===== src/rtl/ctl_round.sv =====
// ctl_round: Duck Hunt game flow (rounds, ammo, BCD score, pass/fail).
// Define CTL_ROUND_PERFECT_BONUS_EN to award BONUS_POINTS on a perfect round.
module ctl_round #(
   parameter int DUCKS_PER_ROUND = 10,
   parameter int AMMO_PER_DUCK   = 3,
   parameter int PASS_HITS       = 6,
   parameter int FLY_FRAMES      = 300,
   parameter int FALL_FRAMES     = 60,
   parameter int SCORE_DIGITS    = 2,
   parameter int BONUS_POINTS    = 10
) (
   input  logic                        clk,
   input  logic                        rst,
   input  logic                        new_frame,
   input  logic                        start,
   input  logic                        shot_fired,
   input  logic                        hit,
   output logic                        duck_launch,
   output logic                        duck_active,
   output logic                        duck_falling,
   output logic [3:0]                  ammo,
   output logic [4*SCORE_DIGITS-1:0]   score,
   output logic [7:0]                  round_num,
   output logic [DUCKS_PER_ROUND-1:0]  hit_flags,
   output logic                        game_over
);

   localparam int SW    = 4 * SCORE_DIGITS;
   localparam int DW    = DUCKS_PER_ROUND;
   localparam int IW    = $clog2(DUCKS_PER_ROUND + 1);
   localparam int CMAX0 = (FLY_FRAMES > FALL_FRAMES) ? FLY_FRAMES : FALL_FRAMES;
   localparam int CMAX  = (CMAX0 > BONUS_POINTS) ? CMAX0 : BONUS_POINTS;
   localparam int CW    = $clog2(CMAX + 1);

   localparam logic [CW-1:0] FLY_LAST  = CW'(FLY_FRAMES - 1);
   localparam logic [CW-1:0] FALL_LAST = CW'(FALL_FRAMES - 1);
   localparam logic [3:0]    AMMO_LD   = 4'(AMMO_PER_DUCK);
   localparam logic [IW-1:0] IDX_END   = IW'(DUCKS_PER_ROUND);
   localparam logic [SW-1:0] ALL9      = {SCORE_DIGITS{4'h9}};
`ifdef CTL_ROUND_PERFECT_BONUS_EN
   localparam logic [CW-1:0] BONUS_LAST = CW'(BONUS_POINTS - 1);
`endif

   typedef enum logic [3:0] {
      IDLE,
      LAUNCH,
      FLYING,
      FALLING,
      ESCAPE,
      NEXT,
      ROUND_END,
`ifdef CTL_ROUND_PERFECT_BONUS_EN
      BONUS,
`endif
      GAME_OVER
   } state_t;

   state_t          state, state_d;
   logic [IW-1:0]   idx, idx_d;
   logic [CW-1:0]   fcnt, fcnt_d;
   logic [3:0]      ammo_d;
   logic [SW-1:0]   score_d;
   logic [7:0]      round_d;
   logic [DW-1:0]   flags_d;
   logic            new_round;
   logic            shot_ok;

   // Ripple-carry BCD increment that sticks at all nines.
   function automatic logic [SW-1:0] score_inc(input logic [SW-1:0] s);
      logic [SW-1:0] r;
      logic          c;
      r = s;
      c = 1'b1;
      if (s != ALL9) begin
         for (int i = 0; i < SCORE_DIGITS; i++) begin
            if (c) begin
               if (r[4*i +: 4] == 4'd9) begin
                  r[4*i +: 4] = 4'd0;
               end else begin
                  r[4*i +: 4] = r[4*i +: 4] + 4'd1;
                  c = 1'b0;
               end
            end
         end
      end
      return r;
   endfunction

   function automatic logic [7:0] rnd_inc(input logic [7:0] r);
      if (r == 8'h99)
         return r;
      if (r[3:0] == 4'd9)
         return {r[7:4] + 4'd1, 4'd0};
      return {r[7:4], r[3:0] + 4'd1};
   endfunction

   assign shot_ok = shot_fired && (ammo != 4'd0);

   always_comb begin
      state_d   = state;
      idx_d     = idx;
      fcnt_d    = fcnt;
      ammo_d    = ammo;
      score_d   = score;
      round_d   = round_num;
      flags_d   = hit_flags;
      new_round = 1'b0;
      unique case (state)
         IDLE, GAME_OVER: begin
            if (start) begin
               score_d = '0;
               flags_d = '0;
               idx_d   = '0;
               round_d = 8'h01;
               state_d = LAUNCH;
            end
         end
         LAUNCH: begin
            ammo_d  = AMMO_LD;
            fcnt_d  = '0;
            state_d = FLYING;
         end
         FLYING: begin
            if (shot_ok)
               ammo_d = ammo - 4'd1;
            // A hit wins over running dry or timing out in the same cycle.
            if (shot_ok && hit) begin
               flags_d = hit_flags | (DW'(1) << idx);
               score_d = score_inc(score);
               fcnt_d  = '0;
               state_d = FALLING;
            end else if (ammo == 4'd0 || (new_frame && fcnt == FLY_LAST)) begin
               fcnt_d  = '0;
               state_d = ESCAPE;
            end else if (new_frame) begin
               fcnt_d = fcnt + CW'(1);
            end
         end
         FALLING, ESCAPE: begin
            if (new_frame) begin
               if (fcnt == FALL_LAST)
                  state_d = NEXT;
               else
                  fcnt_d = fcnt + CW'(1);
            end
         end
         NEXT: begin
            idx_d   = idx + IW'(1);
            state_d = (idx_d == IDX_END) ? ROUND_END : LAUNCH;
         end
         ROUND_END: begin
            if ($countones(hit_flags) < PASS_HITS) begin
               state_d = GAME_OVER;
`ifdef CTL_ROUND_PERFECT_BONUS_EN
            end else if (&hit_flags && BONUS_POINTS > 0) begin
               fcnt_d  = '0;
               state_d = BONUS;
`endif
            end else begin
               new_round = 1'b1;
            end
         end
`ifdef CTL_ROUND_PERFECT_BONUS_EN
         BONUS: begin
            score_d = score_inc(score);
            if (fcnt == BONUS_LAST)
               new_round = 1'b1;
            else
               fcnt_d = fcnt + CW'(1);
         end
`endif
         default: state_d = IDLE;
      endcase
      if (new_round) begin
         round_d = rnd_inc(round_num);
         flags_d = '0;
         idx_d   = '0;
         state_d = LAUNCH;
      end
   end

   always_ff @(posedge clk or posedge rst) begin
      if (rst) begin
         state        <= IDLE;
         idx          <= '0;
         fcnt         <= '0;
         ammo         <= '0;
         score        <= '0;
         round_num    <= '0;
         hit_flags    <= '0;
         duck_launch  <= 1'b0;
         duck_active  <= 1'b0;
         duck_falling <= 1'b0;
         game_over    <= 1'b0;
      end else begin
         state        <= state_d;
         idx          <= idx_d;
         fcnt         <= fcnt_d;
         ammo         <= ammo_d;
         score        <= score_d;
         round_num    <= round_d;
         hit_flags    <= flags_d;
         duck_launch  <= (state == LAUNCH);
         duck_active  <= (state_d == FLYING);
         duck_falling <= (state_d == FALLING);
         game_over    <= (state_d == GAME_OVER);
      end
   end

endmodule


===== config.mk =====
export PLATFORM = sky130hd
export DESIGN_NAME = ctl_round
export DESIGN_NICKNAME = d
export VERILOG_FILES = /design/src/rtl/ctl_round.sv
export SDC_FILE = /design/constraint.sdc
export NUM_CORES = 1
export LEC_CHECK = 0
export ABC_CLOCK_PERIOD_IN_PS = 5600
export CAP_MARGIN = 20
export CORE_ASPECT_RATIO = 1.2
export CORE_UTILIZATION = 55
export CTS_CLUSTER_DIAMETER = 80
export DETAILED_ROUTE_END_ITERATION = 8
export PLACE_DENSITY_LB_ADDON = 0.2
export SYNTH_ARGS = -nofsm -noshare
export SYNTH_HDL_FRONTEND = slang
export SYNTH_SLANG_ARGS = --single-unit

===== constraint.sdc =====
create_clock -name clk -period 5.6 [get_ports clk]
set_input_delay 1.12 -clock clk [delete_from_list [all_inputs] [get_ports clk]]
set_output_delay 1.12 -clock clk [all_outputs]
set_load 0.05 [all_outputs]

; After elaboration in Yosys (flattened, before gate mapping)
; Index checks and enable logic that the tools add are counted.
[classes]
bitwise_logic = 1
n_addsub = 16
magnitude_cmp = 1
reduce_logical = 24
shift = 1
multipliers = 0
eq_ne = 29
n_mux = 49
n_div = 0
[ops]
columns = operator, count
row1 = two-way mux 8 bit, 10
row2 = two-way mux 4 bit, 13
row3 = two-way mux 9 bit, 5
row4 = two-way mux 10 bit, 3
row5 = one-hot mux 9 bit (3 select lines), 1
row6 = one-hot mux 4 bit (6 select lines), 1
row7 = "adder 4 x 1 -> 4 bit, second input constant", 5
row8 = "== test 4 x 3 -> 1 bit, second input constant", 5
row9 = one-hot mux 10 bit (2 select lines), 1
row10 = "== test 4 x 2 -> 1 bit, second input constant", 4
row11 = "== test 4 bit, second input constant", 4
row12 = one-hot mux 4 bit (2 select lines), 2
row13 = one-hot mux 8 bit (2 select lines), 1
row14 = "inequality test 2 bit, second input constant", 6
row15 = two-way mux 1 bit, 11
row16 = adder 1 x 1 -> 2 bit, 5
row17 = bitwise OR 10 bit, 1
row18 = "left shift 1 x 4 -> 10 bit, first input constant", 1
row19 = "adder 9 x 1 -> 9 bit, second input constant", 1
row20 = "== test 9 x 6 -> 1 bit, second input constant", 1
row21 = "== test 9 bit, second input constant", 1
row22 = nonzero test 3 bit, 3
row23 = "== test 8 bit, second input constant", 1
row24 = logical NOT 4 bit, 2
row25 = 21 further kinds, 33
[totals]
ramBits = 0
mem_bits_ro = 0
memories = 0
output_inout_bits = 34
latch_bits = 0
in_bits = 6
reg_bits = 51
wordCells = 134

; Logic depth before layout (Yosys ltp)
; Gate-level depths: netlist (run 1).
[logic_depth]
ltp_word = 13
depth_mapped = 12
mapped_depth_nobuf = 11

; Least setup slack after synthesis (run 1)
; No wires, ideal clock.
[synth_path]
kind = reg-to-reg
startpoint = register hit_flags[0]
endpoint = register hit_flags[5]
synth_period_minus_slack_ns = 4.280
arrival_ns = 4.214
path_slack_ns = 1.320
stages_incl_launch_ff = 13
setup_time_ns = 0.066
path_cell_list = dfrtp_1 inv_1 fa_1 fa_1 fa_1 nand2b_1 fa_1 nor2b_1 o41ai_1 nor2_1 clkbuf_1 nor2_1 o21a_1
[synth_via]
elab_chain_len = 9
word_cells_on_any_way = 12
[synth_rtl]
columns = element, line
row1 = start: declaration, 24  ; output logic [DUCKS_PER_ROUND-1:0] hit_flags,
row2 = start signal: assignment, 202  ; hit_flags <= flags_d;
row3 = adder 1 x 1 -> 2 bit (implied by the code) (*), 152  ; if ($countones(hit_flags) < PASS_HITS) begin
row4 = adder 2 x 2 -> 3 bit (implied by the code) (*), 152
row5 = adder 3 x 3 -> 4 bit (implied by the code) (*), 152
row6 = adder 4 x 2 -> 5 bit (implied by the code) (*), 152
row7 = less-than comparator 5 x 3 -> 1 bit (*), 152
row8 = two-way mux 1 bit (*), 152
row9 = two-way mux 1 bit (*), 108  ; unique case (state)
row10 = inequality test 3 bit (no line) / nonzero test 3 bit (equally long branches), n/a
row11 = AND reduction 3 bit (no line), n/a
; Every way passes the cells marked *; elsewhere a longest branch is shown, timed or not.
; A chain may end at the register's enable or synchronous reset.

; Worst setup path in the final report (run 1)
[layout_path]
startpoint = register hit_flags[5]
endpoint = register hit_flags[1]
; Same word-level chain as after synthesis.

==> flow_summary.yaml, run 1 <==
drt:
  postRouteAntennaNets: 0
  wl_mm: 6.70
  wl_per_cell_um: 14.7
  avgViaCountPerCell: 5.77
  drc: 0
  dr.pass1.iters: 4
  drt-initial-drc-count: 145
  vias: 2638
worst_setup_path:
  endpoint_kind: "flop"
  critPathKind: "reg -> reg"
  critPathLaunch: "hit_flags[5]$_DFFE_PP0P_"
  critPathLaunchType: "flop"
  required_ps: 5850
  arrival_ps: 4700
  r2r-start: "hit_flags[5]$_DFFE_PP0P_"
  crit_path_max_fanout: 11
grt:
  grt_max_degree: 52
  grt.overflow.total: 0
  busiest_layer: "met2"
  use_met2_pct: 42.4
  grt_antenna_before_repair: 0
  grt_util_met1_pct: 29.5
  grt_use_total_pct: 23.7
  gr-usage-met3_pct: 3.53
  grt_pass1_wl_mm: 11.9
  grt_pass1_vias: 2661
final_layout:
  register_area_mm2: 0.00128
  multi_input_area_mm2: 0.00181
  final_core_util_pct: 67.4
  num-nets-final: 406
  fillerInstances: 438
  drive_above_1_share_pct: 6.10
  final_area_mm2: 0.00382
  syn_to_final_growth_pct: 17.7
  diodes: 0
  instances_no_fill: 457
sta:
  period_share_pct: 79.5
  holdWs_ps: 506
  rsz0062_at_grt: "no"
  tightest_slew_ps: 801
  hold_violations: 0
  max_freq_ghz: 0.225
  period_needed_ps: 4450
  fin_worst_skew_ps: 9.53
  slew_headroom_pct: 46.2
  drv_slew: 0
  setup_tns_ps: 0
  setup_viol: 0
yosys:
  synth.top_cell.area_share_pct: 39.3
  async_reset_ff_share_pct: 100
  syn-num-nets: 369
  synth-edff-count: 0
  synth_cell_type_count: 65
  ys.flop_type: "dfrtp_1"
  postSynthCellCount: 339
  yosys.area.top_type: "dfrtp_1"
  ys_top_cells_by_area: "dfrtp_1, ha_1, fa_1"
  ys_ff_latch: 51
  syn_area_per_cell_um2: 9.57
  syn_area_mm2: 0.00325
  yosys_warnings: 0
  yosysSeqAreaShare_pct: 39.3
place:
  dp_hpwl_mm: 5.00
  place_area_mm2: 0.00370
  dp.cells: 448
  place_congestion: 0.806
  port_buffers: 39
clock_tree:
  ctsLongestPathBuffers: 2
  clk_pin_slew_ps: 90
  h-tree-depth: 2
  cts_root_buf: "clkbuf_8"
  cts_resized: 0
  clkLatencyLatePin_ps: 300
  numCtsBuffers: 5
  hold_buffers: 0
  clkSinkCount: 51
  cts_tree: "yes"
  post_cts_buffers: 0
die:
  start_util_pct: 57.3
  num_rows: 30
  die-area_mm2: 0.00621
  dieHeight_um: 86.2
  die_x_um: 72.1
  core_area_mm2: 0.00567
  io-pin-count: 40
pwr:
  leakage_nw: 1.57
  powerDensity_mw_per_mm2: 201
  irDropWorstVdd_uv: 118
worst_hold_path:
  hp-start: "fcnt[0]$_DFFE_PP0P_"
  min-delay-path-class: "reg -> reg"
run:
  drv_cap: 0
run_status:
  status: "finished, final reports clean"
-- worst max-delay path: stages (launching register included) --
cell and delay (ps):
dfrtp_1 420, fa_1 540, inv_1 50, fa_1 500, fa_1 430, nand2b_1 170
fa_1 510, nor2b_1 70, o41ai_1 540, nor2_1 350, nor2_1 590, o21a_1 210
-- cells in the final DEF (no fill, tap or decap), types with 3 or more instances in the layout --
cell	synthesis	layout
nor4b_1	3	3
clkbuf_8	0	7
and3b_1	4	4
or3_1	6	6
nand3b_1	5	5
a32o_1	3	3
nand4_1	5	5
o21ai_0	16	16
nor3_1	16	16
fa_1	6	6
nand2b_1	7	7
a22o_1	3	3
and3_1	4	4
dfrtp_1	51	51
nor3b_1	4	4
o21a_1	10	10
xor2_1	4	4
a21o_1	3	3
ha_1	18	18
nor2_1	23	23
o211ai_1	8	8
nand2_1	21	21
nand3_1	11	11
inv_1	30	29
clkdlybuf4s50_1	0	39
nor2b_1	4	4
and2_1	4	4
nor4_1	4	4
a21oi_1	12	12
-- report_power, final --
| group | switching [W] | internal, W |
|---|---|---|
| Combinational | 0.0000875 | 0.0000480 |
| Clock | 0.000121 | 0.000113 |
| Sequential | 0.0000194 | 0.000381 |
-- metrics by stage --
| step | worst slack, ps | total power (W) |
|---|---|---|
| CTS | 1080 | 0.000772 |
| global placement | 1320 | 0.000539 |
| floorplan | 1320 | 0.000501 |
| finish | 1150 | 0.000769 |
| global route | 746 | 0.000806 |
| detailed placement | 1130 | 0.000542 |
-- final timing paths --
path | to | slack [ps] | depth (start not counted)
setup / recovery | hit_flags[1]$_DFFE_PP0P_ | 1150 | 11
hold / removal | fcnt[0]$_DFFE_PP0P_ | 510 | 1
setup reg to reg | hit_flags[1]$_DFFE_PP0P_ | 1150 | 11
hold reg to reg | fcnt[0]$_DFFE_PP0P_ | 510 | 1
max in group asynchronous | score[4]$_DFFE_PP0P_ | 3910 | 3
min in group asynchronous | fcnt[8]$_DFFE_PP0P_ | 1170 | 2
-- metal layers --
| metal | vias to the layer above | wire, um |
|---|---|---|
| li1 | 1297 | - |
| met2 | 41 | 3560 |
| met4 | 0 | 83 |
| met5 | - | 0 |
| met3 | 7 | 163 |
| met1 | 1293 | 2900 |
-- cell type report --
type / count / area share, %
timing repair buffer: 41 / 10.9
inverter: 30 / 2.95
tap: 80 / 2.62
sequential: 51 / 33.4
clock inverter: 1 / 0.197
multi-input combinational: 247 / 47.4
clock buffer: 7 / 2.52
-- flip-flops by register name (all words and copies together), names as in the netlist --
name	count
duck_falling	1
idx	4
duck_launch	1
duck_active	1
game_over	1
state	4
score	8
ammo	4
fcnt	9
hit_flags	10
round_num	8
-- cells in the mapped netlist (2+ instances only) --
cell type	count
dfrtp_1	51
inv_1	30
nor2_1	23
nand2_1	21
ha_1	18
nor3_1	16
o21ai_0	16
a21oi_1	12
nand3_1	11
o21a_1	10
o211ai_1	8
nand2b_1	7
fa_1	6
or3_1	6
buf_2	5
nand3b_1	5
nand4_1	5
and2_1	4
and3_1	4
and3b_1	4
clkbuf_1	4
nor2b_1	4
nor3b_1	4
nor4_1	4
xor2_1	4
a21o_1	3
a22o_1	3
a32o_1	3
nor4b_1	3
a21oi_2	2
a31oi_1	2
and4_1	2
buf_1	2
mux2_2	2
nor4bb_1	2
o31ai_1	2
o41ai_1	2
or4b_1	2
-- kinds of logic after synthesis --
| group | synth area share, % |
|---|---|
| simple gates | 23.4 |
| compound gates | 19.2 |
| flops | 39.3 |
| buf+inv | 4.93 |
| fa+ha+maj | 10.6 |
| xor+xnor | 1.35 |
| mux | 1.00 |
| other cells | 0.116 |
No activity file was read; power rests on OpenSTA's default activity.
==> run 2: changes to the inputs <==
Settings changed: ABC_CLOCK_PERIOD_IN_PS 5600 to 3750, CORE_UTILIZATION 55 to 51.
Clock period 5.6 ns to 3.75 ns, I/O delays scaled along.
==> flow_summary.yaml, run 2 (synthesis gave the netlist of run 1 again) <==
drt:
  avgViaCountPerCell: 5.75
  drt-met1-wl_mm: 2.95
  drt-initial-drc-count: 126
  wl_mm: 6.95
  drc: 0
  vias: 2729
  wl_per_cell_um: 14.6
  dr.pass1.iters: 4
  wl_met3_um: 186
  top_layer_used: "met4"
  wl_met2_mm: 3.69
  postRouteAntennaNets: 0
sta:
  tightest_slew_ps: 1010
  holdWs_ps: 510
  period_needed_ps: 3870
  fin_worst_skew_ps: 6.48
  max_freq_ghz: 0.258
  drv_slew: 0
  setup_viol: 18
  rsz0062_at_grt: "yes"
  slew_headroom_pct: 32.4
  period_share_pct: 103
  hold_violations: 0
  postLayoutSetupSlackWorst_ps: -124
worst_setup_path:
  required_ps: 3950
  endpoint_kind: "flop"
  arrival_ps: 4080
  critPathLaunchType: "flop"
  critPathKind: "reg -> reg"
  crit_path_max_fanout: 5
  ff2ff_setup_slack_ps: -120
final_layout:
  register_area_mm2: 0.00128
  multi_input_area_mm2: 0.00188
  final_common_cell: "dfrtp_1"
  drive_above_1_share_pct: 15.5
  diodes: 0
  final_cell_mix: "dfrtp_1, clkdlybuf4s50_1, inv_1"
  num-nets-final: 422
  regMostFlops: "hit_flags"
  syn_to_final_growth_pct: 24.0
  fillerInstances: 539
  top_regs: "hit_flags x10, fcnt x9"
  largest_reg_flops: 10
die:
  num_rows: 31
  dieHeight_um: 89.4
  die_x_um: 74.8
  io-pin-count: 40
  core_area_mm2: 0.00609
  start_util_pct: 53.3
  die-area_mm2: 0.00669
place:
  place_congestion: 0.816
  port_buffers: 39
  preCtsSetupSlack_ps: -114
  dp_hpwl_mm: 5.18
grt:
  grt.overflow.total: 0
  grt_pass1_wl_mm: 12.0
  grt_pass1_vias: 2719
  grt_antenna_before_repair: 0
  grt_use_total_pct: 23.1
  grt_max_degree: 36
run_status:
  violations: "negative setup slack"
  status: "finished with violations"
clock_tree:
  clkSinkCount: 51
  clkLatencyLatePin_ps: 310
  h-tree-depth: 2
  ctsLongestPathBuffers: 2
  cts_root_buf: "clkbuf_8"
  numCtsBuffers: 5
  cts_tree: "yes"
  clk_pin_slew_ps: 90
worst_hold_path:
  min-delay-path-class: "reg -> reg"
pwr:
  powerDensity_mw_per_mm2: 299
  irDropWorstVdd_uv: 171
  leakage_nw: 1.67
run:
  drv_cap: 0
## run 2: final cells by class
type,count,share of cell area (%)
Clock buffer,5,1.71
Timing Repair Buffer,57,13.2
Sequential cell,51,31.9
Tap cell,82,2.55
Inverter,30,2.80
Clock inverter,3,1.09
Multi-Input combinational cell,247,46.7
## run 2: stage by stage
step                power [W]  TNS, ps  util [%]  cells  cell area [um2]
detailed placement   0.000823    -1140      63.1    465             3840
CTS                   0.00122    -1170      65.3    473             3980
global route          0.00126    -4820      66.1    475             4030
global placement     0.000818     -573      63.1    465             3840
floorplan            0.000753    -1130         -    339             3280
finish                0.00120    -1340      66.1    475             4030
## run 2: routing by layer
layer	vias up	GRT usage, %
met4	0	8.75
met3	12	2.71
met2	51	42.9
li1	1335	-
met1	1331	27.0
met5	-	0
## run 2: where the power goes
| group | internal [W] | switching (W) | total (W) |
|---|---|---|---|
| registers | 0.000569 | 0.0000276 | 0.000597 |
| clock network | 0.000199 | 0.000189 | 0.000388 |
| logic | 0.0000826 | 0.000137 | 0.000219 |
## run 2: path summary, 6_finish.rpt
check	startpoint	endpoint	cells past startpoint
max in group asynchronous	rst	score[3]$_DFFE_PP0P_	3
worst min register to register	fcnt[0]$_DFFE_PP0P_	fcnt[0]$_DFFE_PP0P_	1
worst max register to register	hit_flags[5]$_DFFE_PP0P_	hit_flags[3]$_DFFE_PP0P_	12
worst min-delay path	fcnt[0]$_DFFE_PP0P_	fcnt[0]$_DFFE_PP0P_	1
min in group asynchronous	rst	hit_flags[7]$_DFFE_PP0P_	2
worst max-delay path	hit_flags[5]$_DFFE_PP0P_	hit_flags[3]$_DFFE_PP0P_	12
## run 2: worst max-delay path, stage by stage (launching register included)
cell and delay [ps]:
dfrtp_2 430, fa_1 530, inv_1 50, fa_1 510, fa_1 440, nand2b_4 160, fa_2 560, nor2b_2 60
o41a_1 370, a211oi_4 280, buf_6 160, nor3b_1 50, o21a_1 180
## run 2: timing repair
| action | CTS | global route |
|---|---|---|
| buffers inserted | 1 | 1 |
| gates resized for setup | 6 | 10 |
| pin swaps | 2 | 6 |
| hold buffers | 0 | 0 |
| cloned | 0 | 1 |
| endpoints found under the setup margin | 21 | 23 |
